`src/rtl/tcp_hs_pkg.sv`:
```
`default_nettype none
// +----------------------------------------------------------------------------+
// | Module   : tcp_hs_pkg                                                      |
// | Purpose  : Shared state encoding, flag masks and sequence helpers for the  |
// |            TCP handshake endpoint.                                         |
// | Revision : 1.0                                                             |
// +----------------------------------------------------------------------------+
package tcp_hs_pkg;

    typedef enum logic [2:0] {
        ST_CLOSED      = 3'd0,
        ST_LISTEN      = 3'd1,
        ST_SYN_SENT    = 3'd2,
        ST_SYN_RCVD    = 3'd3,
        ST_ESTABLISHED = 3'd4,
        ST_FAILED      = 3'd5
    } tcp_hs_state_e;

    // Bit positions follow the TCP header flag byte.
    localparam int FLAG_SYN = 1;
    localparam int FLAG_ACK = 4;

    localparam logic [7:0] HS_SYN     = 8'(1 << FLAG_SYN);
    localparam logic [7:0] HS_ACK     = 8'(1 << FLAG_ACK);
    localparam logic [7:0] HS_SYN_ACK = HS_SYN | HS_ACK;
    localparam logic [7:0] HS_MASK    = HS_SYN | HS_ACK;

    function automatic logic [63:0] seq_inc(input logic [63:0] v, input int w);
        logic [63:0] mask;
        mask = (w >= 64) ? '1 : ((64'd1 << w) - 64'd1);
        return (v + 64'd1) & mask;
    endfunction

endpackage
`default_nettype wire

```
`src/rtl/tcp_hs_timer.sv`:
```
`default_nettype none
// +----------------------------------------------------------------------------+
// | Module   : tcp_hs_timer                                                    |
// | Purpose  : Loadable handshake timeout counter with a one-cycle expiry      |
// |            pulse when the count reaches TIMEOUT_CYC-1.                     |
// | Revision : 1.0                                                             |
// +----------------------------------------------------------------------------+
module tcp_hs_timer #(
    parameter int TIMEOUT_CYC = 1000
) (
    input  logic clk,
    input  logic reset,
    input  logic load,
    input  logic enable,
    output logic expired
);

    localparam int CNT_W = (TIMEOUT_CYC < 2) ? 1 : $clog2(TIMEOUT_CYC);
    localparam logic [CNT_W-1:0] C_LAST = CNT_W'(TIMEOUT_CYC - 1);

    if (TIMEOUT_CYC < 2) begin : g_timeout_check
        $error("TIMEOUT_CYC must be at least 2");
    end

    logic [CNT_W-1:0] r_count;

    always_ff @(posedge clk or posedge reset) begin
        if (reset) begin
            r_count <= '0;
        end else if (load) begin
            r_count <= '0;
        end else if (enable) begin
            r_count <= r_count + CNT_W'(1);
        end
    end

    assign expired = enable && !load && (r_count == C_LAST);

endmodule
`default_nettype wire

```
`src/rtl/tcp_hs_endpoint.sv`:
```
`default_nettype none
// +----------------------------------------------------------------------------+
// | Module   : tcp_hs_endpoint                                                 |
// | Purpose  : TCP three-way-handshake endpoint (client or server role) with   |
// |            valid/ready segment ports, timeout and abort. Define            |
// |            TCP_HS_RETRY_EN to retransmit on timeout up to MAX_RETRY times. |
// | Revision : 1.0                                                             |
// +----------------------------------------------------------------------------+
module tcp_hs_endpoint
    import tcp_hs_pkg::*;
#(
    parameter int SEQ_W       = 32,
    parameter int ROLE        = 0,
    parameter int TIMEOUT_CYC = 1000,
    parameter int MAX_RETRY   = 3
) (
    input  logic             clk,
    input  logic             reset,
    input  logic             open_i,
    input  logic             abort_i,
    input  logic [SEQ_W-1:0] isn_i,
    input  logic             rx_valid,
    output logic             rx_ready,
    input  logic             rx_syn,
    input  logic             rx_ack,
    input  logic [SEQ_W-1:0] rx_seq,
    input  logic [SEQ_W-1:0] rx_ackno,
    output logic             tx_valid,
    input  logic             tx_ready,
    output logic             tx_syn,
    output logic             tx_ack,
    output logic [SEQ_W-1:0] tx_seq,
    output logic [SEQ_W-1:0] tx_ackno,
    output logic [2:0]       state_o,
    output logic             established,
    output logic             failed
);

    localparam bit C_IS_CLIENT = (ROLE == 0);

    if (SEQ_W < 1 || SEQ_W > 64 || MAX_RETRY < 0) begin : g_param_check
        $error("SEQ_W must be 1..64 and MAX_RETRY non-negative");
    end

    tcp_hs_state_e    r_state;
    logic [SEQ_W-1:0] r_iss, r_irs, r_tx_seq, r_tx_ackno;
    logic             r_tx_valid, r_tx_syn, r_tx_ack, r_established, r_failed;

    logic [7:0]       w_rx_flags, w_rx_hs;
    logic [SEQ_W-1:0] w_iss_next, w_irs_next, w_rx_seq_next;
    logic             w_rx_fire, w_open_acc, w_listen_match, w_sent_match, w_rcvd_match;
    logic             w_rx_match, w_timer_en, w_timer_load, w_timeout;
    logic             w_retry_exhausted, w_retransmit;

    always_comb begin
        w_rx_flags           = '0;
        w_rx_flags[FLAG_SYN] = rx_syn;
        w_rx_flags[FLAG_ACK] = rx_ack;
    end

    assign w_rx_hs       = w_rx_flags & HS_MASK;
    assign w_iss_next    = SEQ_W'(seq_inc(64'(r_iss), SEQ_W));
    assign w_irs_next    = SEQ_W'(seq_inc(64'(r_irs), SEQ_W));
    assign w_rx_seq_next = SEQ_W'(seq_inc(64'(rx_seq), SEQ_W));

    assign w_rx_fire      = rx_valid && !r_tx_valid;
    assign w_open_acc     = open_i && !abort_i && (r_state == ST_CLOSED);
    assign w_listen_match = w_rx_fire && (r_state == ST_LISTEN) && (w_rx_hs == HS_SYN);
    assign w_sent_match   = w_rx_fire && (r_state == ST_SYN_SENT) && (w_rx_hs == HS_SYN_ACK)
                            && (rx_ackno == w_iss_next);
    assign w_rcvd_match   = w_rx_fire && (r_state == ST_SYN_RCVD) && (w_rx_hs == HS_ACK)
                            && (rx_ackno == w_iss_next);
    assign w_rx_match     = w_listen_match || w_sent_match || w_rcvd_match;

    // The timer only runs while the last segment has actually left.
    assign w_timer_en   = ((r_state == ST_SYN_SENT) || (r_state == ST_SYN_RCVD)) && !r_tx_valid;
    assign w_retransmit = w_timeout && !w_rx_match && !w_retry_exhausted && !abort_i;
    assign w_timer_load = abort_i || w_open_acc || w_listen_match || w_retransmit;

    tcp_hs_timer #(
        .TIMEOUT_CYC (TIMEOUT_CYC)
    ) u_timer (
        .clk     (clk),
        .reset   (reset),
        .load    (w_timer_load),
        .enable  (w_timer_en),
        .expired (w_timeout)
    );

`ifdef TCP_HS_RETRY_EN
    localparam int RETRY_W = (MAX_RETRY < 1) ? 1 : $clog2(MAX_RETRY + 1);
    logic [RETRY_W-1:0] r_retry;

    always_ff @(posedge clk or posedge reset) begin
        if (reset) begin
            r_retry <= '0;
        end else if (abort_i || w_open_acc || w_listen_match) begin
            r_retry <= '0;
        end else if (w_retransmit) begin
            r_retry <= r_retry + RETRY_W'(1);
        end
    end

    assign w_retry_exhausted = (r_retry == RETRY_W'(MAX_RETRY));
`else
    assign w_retry_exhausted = 1'b1;
`endif

    always_ff @(posedge clk or posedge reset) begin
        if (reset) begin
            r_state       <= ST_CLOSED;
            r_iss         <= '0;
            r_irs         <= '0;
            r_tx_valid    <= 1'b0;
            r_tx_syn      <= 1'b0;
            r_tx_ack      <= 1'b0;
            r_tx_seq      <= '0;
            r_tx_ackno    <= '0;
            r_established <= 1'b0;
            r_failed      <= 1'b0;
        end else if (abort_i) begin
            r_state       <= ST_CLOSED;
            r_tx_valid    <= 1'b0;
            r_established <= 1'b0;
            r_failed      <= 1'b0;
        end else begin
            if (r_tx_valid && tx_ready) begin
                r_tx_valid <= 1'b0;
            end
            case (r_state)
                ST_CLOSED: begin
                    if (open_i) begin
                        r_iss <= isn_i;
                        if (C_IS_CLIENT) begin
                            r_state    <= ST_SYN_SENT;
                            r_tx_valid <= 1'b1;
                            r_tx_syn   <= 1'b1;
                            r_tx_ack   <= 1'b0;
                            r_tx_seq   <= isn_i;
                            r_tx_ackno <= '0;
                        end else begin
                            r_state <= ST_LISTEN;
                        end
                    end
                end
                ST_LISTEN: begin
                    if (w_listen_match) begin
                        r_irs      <= rx_seq;
                        r_state    <= ST_SYN_RCVD;
                        r_tx_valid <= 1'b1;
                        r_tx_syn   <= 1'b1;
                        r_tx_ack   <= 1'b1;
                        r_tx_seq   <= r_iss;
                        r_tx_ackno <= w_rx_seq_next;
                    end
                end
                ST_SYN_SENT: begin
                    if (w_sent_match) begin
                        r_irs         <= rx_seq;
                        r_state       <= ST_ESTABLISHED;
                        r_established <= 1'b1;
                        r_tx_valid    <= 1'b1;
                        r_tx_syn      <= 1'b0;
                        r_tx_ack      <= 1'b1;
                        r_tx_seq      <= w_iss_next;
                        r_tx_ackno    <= w_rx_seq_next;
                    end else if (w_timeout) begin
                        if (w_retry_exhausted) begin
                            r_state  <= ST_FAILED;
                            r_failed <= 1'b1;
                        end else begin
                            r_tx_valid <= 1'b1;
                            r_tx_syn   <= 1'b1;
                            r_tx_ack   <= 1'b0;
                            r_tx_seq   <= r_iss;
                            r_tx_ackno <= '0;
                        end
                    end
                end
                ST_SYN_RCVD: begin
                    if (w_rcvd_match) begin
                        r_state       <= ST_ESTABLISHED;
                        r_established <= 1'b1;
                    end else if (w_timeout) begin
                        if (w_retry_exhausted) begin
                            r_state  <= ST_FAILED;
                            r_failed <= 1'b1;
                        end else begin
                            r_tx_valid <= 1'b1;
                            r_tx_syn   <= 1'b1;
                            r_tx_ack   <= 1'b1;
                            r_tx_seq   <= r_iss;
                            r_tx_ackno <= w_irs_next;
                        end
                    end
                end
                default: ;
            endcase
        end
    end

    assign rx_ready    = !r_tx_valid;
    assign tx_valid    = r_tx_valid;
    assign tx_syn      = r_tx_syn;
    assign tx_ack      = r_tx_ack;
    assign tx_seq      = r_tx_seq;
    assign tx_ackno    = r_tx_ackno;
    assign state_o     = r_state;
    assign established = r_established;
    assign failed      = r_failed;

endmodule
`default_nettype wire

```
`config.mk`:
```
export PLATFORM = sky130hd
export DESIGN_NAME = tcp_hs_endpoint
export DESIGN_NICKNAME = d
export VERILOG_FILES = /design/src/rtl/tcp_hs_pkg.sv /design/src/rtl/tcp_hs_timer.sv /design/src/rtl/tcp_hs_endpoint.sv
export SDC_FILE = /design/constraint.sdc
export NUM_CORES = 1
export LEC_CHECK = 0
export CAP_MARGIN = 0
export CORE_MARGIN = 2
export CORE_UTILIZATION = 50
export DETAILED_ROUTE_END_ITERATION = 8
export PLACE_DENSITY = 0.9
export SETUP_SLACK_MARGIN = 0.1
export SLEW_MARGIN = 20
export SYNTH_ARGS = -nofsm -noshare
export SYNTH_HDL_FRONTEND = slang
export SYNTH_HIERARCHICAL = 1
export SYNTH_SLANG_ARGS = --single-unit
```
`constraint.sdc`:
```
create_clock -name clk -period 5.85 [get_ports clk]
set_clock_uncertainty 0.2 [all_clocks]
set_input_delay 1.17 -clock clk [delete_from_list [all_inputs] [get_ports clk]]
set_output_delay 1.17 -clock clk [all_outputs]
set_load 0.02 [all_outputs]
```
# == Word-level counts from Yosys, hierarchy flattened ==
# Cells that the tools add are included.
# Widths: inputs -> output; s select.
# totals
register_bits,114
output_inout_bits,73
word_cells,100
# op_classes
n_addsub,3
n_bitwise,1
reduce_logical,31
n_eq_ne,17
n_mux,38
# ops
op,n
$mux 32,6
$pmux 32 s3,2
$add 32x1->32 const B,2
$eq 32x32->1,1
$mux 10,2
$mux 3,6
$ne 3x3->1 const B,6
$mux 1,16
$logic_and 1x1->1,15
$pmux 3 s4,1
$reduce_and 3->1,4
$add 10x1->10 const B,1
$eq 10x10->1 const B,1
$pmux 1 s3,3
$eq 3x2->1 const B,2
$ne 2x2->1 const B,3
$reduce_bool 3->1,2
$reduce_and 5->1,1
$reduce_bool 5->1,1
$eq 2x2->1 const B,2
$pmux 1 s2,2
$eq 3x1->1 const B,1
$logic_not 1->1,3
$logic_not 3->1,1
4 further kinds,6

# == Logic depth before layout (Yosys ltp) ==
# logic_depth
word_depth,12
ltp_mapped,15
ltp_nobuf,15

# == Modules after synthesis ==
# Netlist, hierarchy kept.
# by_module_without_submodules
mod,cells_per_inst,area_each_um2,seq_area_each_um2,n_inst
tcp_hs_endpoint,765,7295.7,2602.5,1
tcp_hs_timer,51,509.2,250.2,1

# == Worst setup path before layout ==
# OpenSTA, ideal clock, no wires.
# synth_timing
path_kind,input port to flip-flop
start,in rx_valid
end,reg r_state[0] (netlist: state_o[0])
path_slack_ns,2.113
path_buffers,0
arrival_time_ns,3.444
stages,14
path_cell_list,nand4_1 o22ai_1 nor2_1 nor2_1 nand2_1 nor2_1 or2_2 or4b_1 nor3_1 nor4bb_1 nor3_1 a21oi_1 o21ai_0 a211oi_1
# synth_via
elab_chain_cells,11
elab_cells_between_ends,20
cone_classes,eq/ne: 1; mux: 5; reduce/logical: 14
# synth_rtl
element,line_no,source
from (decl),tcp_hs_endpoint.sv:22,"input logic rx_valid,"
$logic_and 1x1->1 (*),tcp_hs_endpoint.sv:66,assign w_rx_fire = rx_valid && !r_tx_valid;
$logic_and 1x1->1 (*) (2 in a row),tcp_hs_endpoint.sv:68,assign w_listen_match = w_rx_fire && (r_state == ST_LISTEN) && (w_rx_hs == HS_SYN);
$logic_or 1x1->1 (*),tcp_hs_endpoint.sv:78,assign w_timer_load = abort_i || w_open_acc || w_listen_match || w_retransmit;
net w_timer_load,tcp_hs_endpoint.sv:52,"logic w_rx_match, w_timer_en, w_timer_load, w_timeout;"
$logic_not 1->1 (*),tcp_hs_timer.sv:37,assign expired = enable && !load && (r_count == C_LAST);
$logic_and 1x1->1 (*) (2 in a row),tcp_hs_timer.sv:37,
net w_timeout,tcp_hs_endpoint.sv:52,
$mux 3 (*),n/a,
"$mux 3, on equally long branches","tcp_hs_endpoint.sv:181, tcp_hs_endpoint.sv:158",
$pmux 3 s4 (*),tcp_hs_endpoint.sv:130,case (r_state)
$mux 3 (*),tcp_hs_endpoint.sv:121,end else if (abort_i) begin
to (signal assigned),tcp_hs_endpoint.sv:122,r_state <= ST_CLOSED;
to (signal assigned),tcp_hs_endpoint.sv:135,r_state <= ST_SYN_SENT;
to (signal assigned),tcp_hs_endpoint.sv:182,r_state <= ST_ESTABLISHED;
to (decl),tcp_hs_endpoint.sv:45,tcp_hs_state_e r_state;
# Mark *: on every way through the listed nets, which the timed path passes. The rest lies on a longest branch.
# A chain may end at the register's enable or synchronous reset.

# == Final worst setup path ==
# layout_timing
start,reg r_iss[0]
end,reg r_tx_seq[27] (netlist: tx_seq[27])
# layout_via
elab_chain_cells,5
elab_cells_between_ends,7
cone_classes,add/sub: 1; eq/ne: 2; mux: 2; reduce/logical: 2
# layout_rtl
element,line_no,source
from (decl),tcp_hs_endpoint.sv:46,"logic [SEQ_W-1:0] r_iss, r_irs, r_tx_seq, r_tx_ackno;"
from (signal assigned),tcp_hs_endpoint.sv:133,r_iss <= isn_i;
$add 32x1->32 (*),tcp_hs_pkg.sv:31,return (v + 64'd1) & mask;
$eq 32x32->1,"tcp_hs_endpoint.sv:70, tcp_hs_endpoint.sv:72",
$logic_and 1x1->1,tcp_hs_endpoint.sv:70,&& (rx_ackno == w_iss_next);
$ne 2x2->1 (no source line),n/a,
$reduce_and 5->1 (no source line),n/a,
to (signal assigned),tcp_hs_endpoint.sv:139,r_tx_seq <= isn_i;
to (signal assigned),tcp_hs_endpoint.sv:153,r_tx_seq <= r_iss;
to (signal assigned),tcp_hs_endpoint.sv:165,r_tx_seq <= w_iss_next;
to (decl),tcp_hs_endpoint.sv:46,
# Mark *: on every way between the ends. The rest lies on a longest branch, timed or not. The select of a mux whose other input is x is not followed.

==> run_results.csv <==
group,metric,value,unit
outcome,status,"complete, no violations",
finish,utilization,67.3,%
global_route,wire_length_of_the_first_global_routing_pass,36.0,mm
drt,vias_per_cell,6.25,
finish,antennaDiodeCount,0,
timing,worst_pin_slew,1.00,ns
finish,fillerInstances,1179,
timing,totalNegativeSetupSlack,0,ns
die,design.die.area,16600,µm²
critical_path,critical_path_start_type,"flop",
drt,remaining_drc_errors,0,
timing,setup_viol_count_final,0,
die,num_io_pins,177,
cts,post-cts-setup-buffers,0,
finish,area_growth,31.0,%
worst_hold_path,timing.hold.worst.start,"tx_syn$_DFFE_PP0P_",
drt,detailedRoute.firstPassIterationCount,5,
global_route,first_global_vias,6996,
place,detailedPlace.worstSlack,1.01,ns
die,horizontal_die_dimension,129,µm
worst_hold_path,endpoint_of_the_worst_hold_path,"tx_syn$_DFFE_PP0P_",
critical_path,crit_required,5.95,ns
synth,synth_edf_count,0,
cts,clock_tree_root,"sky130_fd_sc_hd__clkbuf_16",
drt,routed-via-count,7255,
run,max_cap_viol_count,0,
timing,hold_violation_count_in_the_final_report,0,
synth,synth-xor-area-share,8.82,%
synth,async_reset_ff_share,100,%
drt,post_route_ant_nets,0,
place,routability_congestion,0.980,
finish,cell_count_final_fillers_out,1161,
drt,drt-wirelength-per-cell,19.4,µm
cts,cts.hold.buffers_added,0,
timing,fin_crit_sh,83.4,%
die,placeableCoreArea,15200,µm²
cts,inserted_clock_buffers,17,
die,die_height,129,µm
worst_hold_path,worst_hold_path_type,"flop to flop",
synth,synth.net_count,923,
die,placement_rows,45,
cts,path_clk_slew,0.05,ns
synth,post_synth_mux_area_share,16.1,%
timing,hold-worst-slack,0.278,ns
critical_path,crit_path_end_kind,"flop",
power_and_ir_drop,power_density,403,nW/µm²
synth,synth_simple_gate_area_share,20.9,%
synth,ys_seq_elements,114,
power_and_ir_drop,leakage,0.00407,µW
timing,rsz0062_at_grt,"false",
synth,synth-seq-area-share,36.6,%
power_and_ir_drop,vdd_drop_max,0.000283,V
synth,fraction_of_the_mapped_netlist_area_in_compound_gates,12.8,%
critical_path,source_of_the_worst_register_to_register_timing_path,"r_iss[0]$_DFFE_PP0P_",
cts,cts_tree,"built",
synth,yosys_warnings,6,
timing,min_tclk_post_route,4.88,ns
global_route,grt_use_total,27.6,%
cts,ctsResizeCount,0,
synth,synth_flop_cell,"sky130_fd_sc_hd__dfrtp_1",
critical_path,critPathMaxFanout,58,
drt,routed_wl,22.5,mm
critical_path,rrSetupSlack,0.97,ns
critical_path,crit_type,"flop to flop",
place,placed_wire_length_estimate_after_detailed_placement,16.0,mm
synth,synth_top_family_by_area,"simple AND/OR/NAND/NOR gates",
timing,worst_slack,0.971,ns
place,dp_cells,1129,
critical_path,crit-reg2reg-capture,"tx_seq[27]$_DFFE_PP0P_",
cts,clock_sinks,114,
synth,post_synth_fa_ha_maj_area_fraction,0.481,%
global_route,antenna_violations_before_repair,0,
global_route,grt_overflow,0,
worst_hold_path,hold_depth,1,
finish,fin_nets,1067,
cts,clock_latency,0.43,ns
timing,max_freq,205,MHz
cts,clk_path_buf_depth,2,
critical_path,worstPathArrival,4.98,ns
finish,post_route_cells_drive_above_1_share,16.1,%
synth,yosys.cell_types.count,71,
synth,syn-mean-instance-area,9.56,µm²
timing,timing.max_slew.rel_slack,32.4,%
die,initial_core_util,51.3,%
global_route,grt_start_max_net_pins,75,
synth,synthCells,816,
timing,timing_max_transition_violations_final,0,
synth,synth_area,7800,µm²
critical_path,ff2ff_path_depth,10,
place,port_buffers,176,
drt,drt_iter0_markers,639,
cts,clock_tree.htree_level_count,4,
[layout by cell type, fill, tap and decap left out, types with 4 or more instances in the layout]
cell	count
sky130_fd_sc_hd__clkbuf_16	17
sky130_fd_sc_hd__o21ai_0	42
sky130_fd_sc_hd__a31oi_1	5
sky130_fd_sc_hd__mux2_4	38
sky130_fd_sc_hd__nor4_1	16
sky130_fd_sc_hd__a21oi_1	34
sky130_fd_sc_hd__inv_1	13
sky130_fd_sc_hd__mux2_2	60
sky130_fd_sc_hd__nand2b_1	10
sky130_fd_sc_hd__and3_1	12
sky130_fd_sc_hd__nor2_1	66
sky130_fd_sc_hd__or2_2	4
sky130_fd_sc_hd__o311ai_0	5
sky130_fd_sc_hd__a221o_1	17
sky130_fd_sc_hd__nor3b_1	5
sky130_fd_sc_hd__nand2_1	57
sky130_fd_sc_hd__and2_1	5
sky130_fd_sc_hd__o31ai_1	6
sky130_fd_sc_hd__a211oi_1	5
sky130_fd_sc_hd__nor3_1	26
sky130_fd_sc_hd__dfrtp_1	114
sky130_fd_sc_hd__buf_4	8
sky130_fd_sc_hd__nand3_1	29
sky130_fd_sc_hd__clkdlybuf4s50_1	176
sky130_fd_sc_hd__xor2_1	33
sky130_fd_sc_hd__nor2b_1	7
sky130_fd_sc_hd__or4_1	5
sky130_fd_sc_hd__or3_1	4
sky130_fd_sc_hd__xnor2_1	43
sky130_fd_sc_hd__a22oi_1	5
sky130_fd_sc_hd__and4_1	5
sky130_fd_sc_hd__nor4b_1	5
sky130_fd_sc_hd__nand4_1	28
[cell families after synthesis]
kind of cell,count (synthesis)
adder cells (fa/ha/maj),3
AND/OR/NAND/NOR,302
XOR/XNOR,77
flip-flops,114
AO/OA/AOI/OAI,147
buffers and inverters,74
multiplexers,99
[Yosys cell counts, types with 2 or more instances]
cell | number | area share, %
sky130_fd_sc_hd__dfrtp_1 | 114 | 37
sky130_fd_sc_hd__nor2_1 | 67 | 3.2
sky130_fd_sc_hd__mux2_2 | 60 | 8.7
sky130_fd_sc_hd__nand2_1 | 57 | 2.7
sky130_fd_sc_hd__xnor2_1 | 43 | 4.8
sky130_fd_sc_hd__o21ai_0 | 42 | 2.7
sky130_fd_sc_hd__clkbuf_1 | 38 | 1.8
sky130_fd_sc_hd__mux2_4 | 38 | 7.3
sky130_fd_sc_hd__a21oi_1 | 34 | 2.2
sky130_fd_sc_hd__xor2_1 | 33 | 3.7
sky130_fd_sc_hd__nand3_1 | 29 | 1.9
sky130_fd_sc_hd__nand4_1 | 28 | 2.2
sky130_fd_sc_hd__nor3_1 | 27 | 1.7
sky130_fd_sc_hd__a221o_1 | 17 | 2.2
sky130_fd_sc_hd__nor4_1 | 16 | 1.3
sky130_fd_sc_hd__buf_2 | 14 | 0.90
sky130_fd_sc_hd__inv_1 | 14 | 0.67
sky130_fd_sc_hd__and3_1 | 12 | 0.96
sky130_fd_sc_hd__nand2b_1 | 10 | 0.80
sky130_fd_sc_hd__nor2b_1 | 7 | 0.56
sky130_fd_sc_hd__o31ai_1 | 6 | 0.58
sky130_fd_sc_hd__a211oi_1 | 5 | 0.48
sky130_fd_sc_hd__a22oi_1 | 5 | 0.48
sky130_fd_sc_hd__a31oi_1 | 5 | 0.40
sky130_fd_sc_hd__and2_1 | 5 | 0.40
sky130_fd_sc_hd__and4_1 | 5 | 0.56
sky130_fd_sc_hd__buf_6 | 5 | 0.72
sky130_fd_sc_hd__nor3b_1 | 5 | 0.48
sky130_fd_sc_hd__nor4b_1 | 5 | 0.56
sky130_fd_sc_hd__o311ai_0 | 5 | 0.56
sky130_fd_sc_hd__or4_1 | 5 | 0.48
sky130_fd_sc_hd__or2_2 | 4 | 0.32
sky130_fd_sc_hd__or3_1 | 4 | 0.32
sky130_fd_sc_hd__ha_1 | 3 | 0.48
sky130_fd_sc_hd__o2111ai_1 | 3 | 0.34
sky130_fd_sc_hd__a2111oi_0 | 2 | 0.22
sky130_fd_sc_hd__a211o_1 | 2 | 0.22
sky130_fd_sc_hd__a41o_1 | 2 | 0.26
sky130_fd_sc_hd__buf_4 | 2 | 0.19
sky130_fd_sc_hd__nand3_2 | 2 | 0.26
sky130_fd_sc_hd__nand4_2 | 2 | 0.32
sky130_fd_sc_hd__o211a_1 | 2 | 0.26
sky130_fd_sc_hd__o221ai_1 | 2 | 0.22
sky130_fd_sc_hd__o22ai_1 | 2 | 0.16
sky130_fd_sc_hd__o41ai_1 | 2 | 0.22
[power by group]
part | internal, µW | switching [µW] | total [µW]
Combinational | 888 | 817 | 1700
Sequential | 1040 | 304 | 1350
Clock | 701 | 372 | 1070
Total | 2630 | 1490 | 4120
[per-stage QoR]
stage / instance area, µm² / total power [µW]
after floorplan: 7800 / 2380
after global placement: 9620 / 2980
after detailed placement: 9620 / 3030
after CTS: 10200 / 4120
after global routing: 10200 / 4320
final: 10200 / 4120
[metal layers]
metal | track usage [%] | share of wire [%] | vias up
li1 | - | - | 3293
met4 | 13.2 | 3.3 | 0
met2 | 43.4 | 48 | 370
met1 | 36.6 | 41 | 3524
met3 | 5.53 | 7.7 | 68
met5 | 0 | 0 | -
[critical path, stage by stage (launching register included)]
cell	delay, ns
sky130_fd_sc_hd__dfrtp_1	0.51
sky130_fd_sc_hd__ha_1	0.35
sky130_fd_sc_hd__nand4_1	0.46
sky130_fd_sc_hd__nor4_4	0.71
sky130_fd_sc_hd__nand2_1	0.21
sky130_fd_sc_hd__o41ai_1	0.68
sky130_fd_sc_hd__nand4_1	0.22
sky130_fd_sc_hd__nor4_1	0.50
sky130_fd_sc_hd__o21ai_4	0.23
sky130_fd_sc_hd__buf_12	0.30
sky130_fd_sc_hd__mux2_4	0.34
[flip-flops by register name, indices dropped and copies added, names as in the netlist]
name,flops
tx_valid,1
tx_ack,1
tx_ackno,32
tx_seq,32
failed,1
tx_syn,1
r_iss,32
state_o,3
u_timer/r_count,10
established,1
[final cells by class]
type	count	area, µm²	share of cell area, %
multi-input combinational	628	4630	45.3
sequential	114	2850	27.9
timing repair buffer	185	1840	18.0
clock buffer	23	478	4.67
tap	188	235	2.30
clock inverter	9	129	1.26
inverter	14	55.1	0.538
[worst max-delay path by stage]
stage | startpoint | endpoint | slack, ns | cells after the start
floorplan | reset | established$_DFFE_PP0P_ | 1.75 | 1
global placement | rx_ackno[2] | tx_seq[18]$_DFFE_PP0P_ | 1.11 | 10
detailed placement | rx_ackno[2] | tx_ackno[6]$_DFFE_PP0P_ | 1.01 | 10
CTS | r_iss[0]$_DFFE_PP0P_ | tx_seq[27]$_DFFE_PP0P_ | 1.14 | 10
global route | r_iss[0]$_DFFE_PP0P_ | tx_ackno[4]$_DFFE_PP0P_ | 0.70 | 10
finish | r_iss[0]$_DFFE_PP0P_ | tx_seq[27]$_DFFE_PP0P_ | 0.97 | 10
Note: power is estimated with default switching activity, not from simulation.
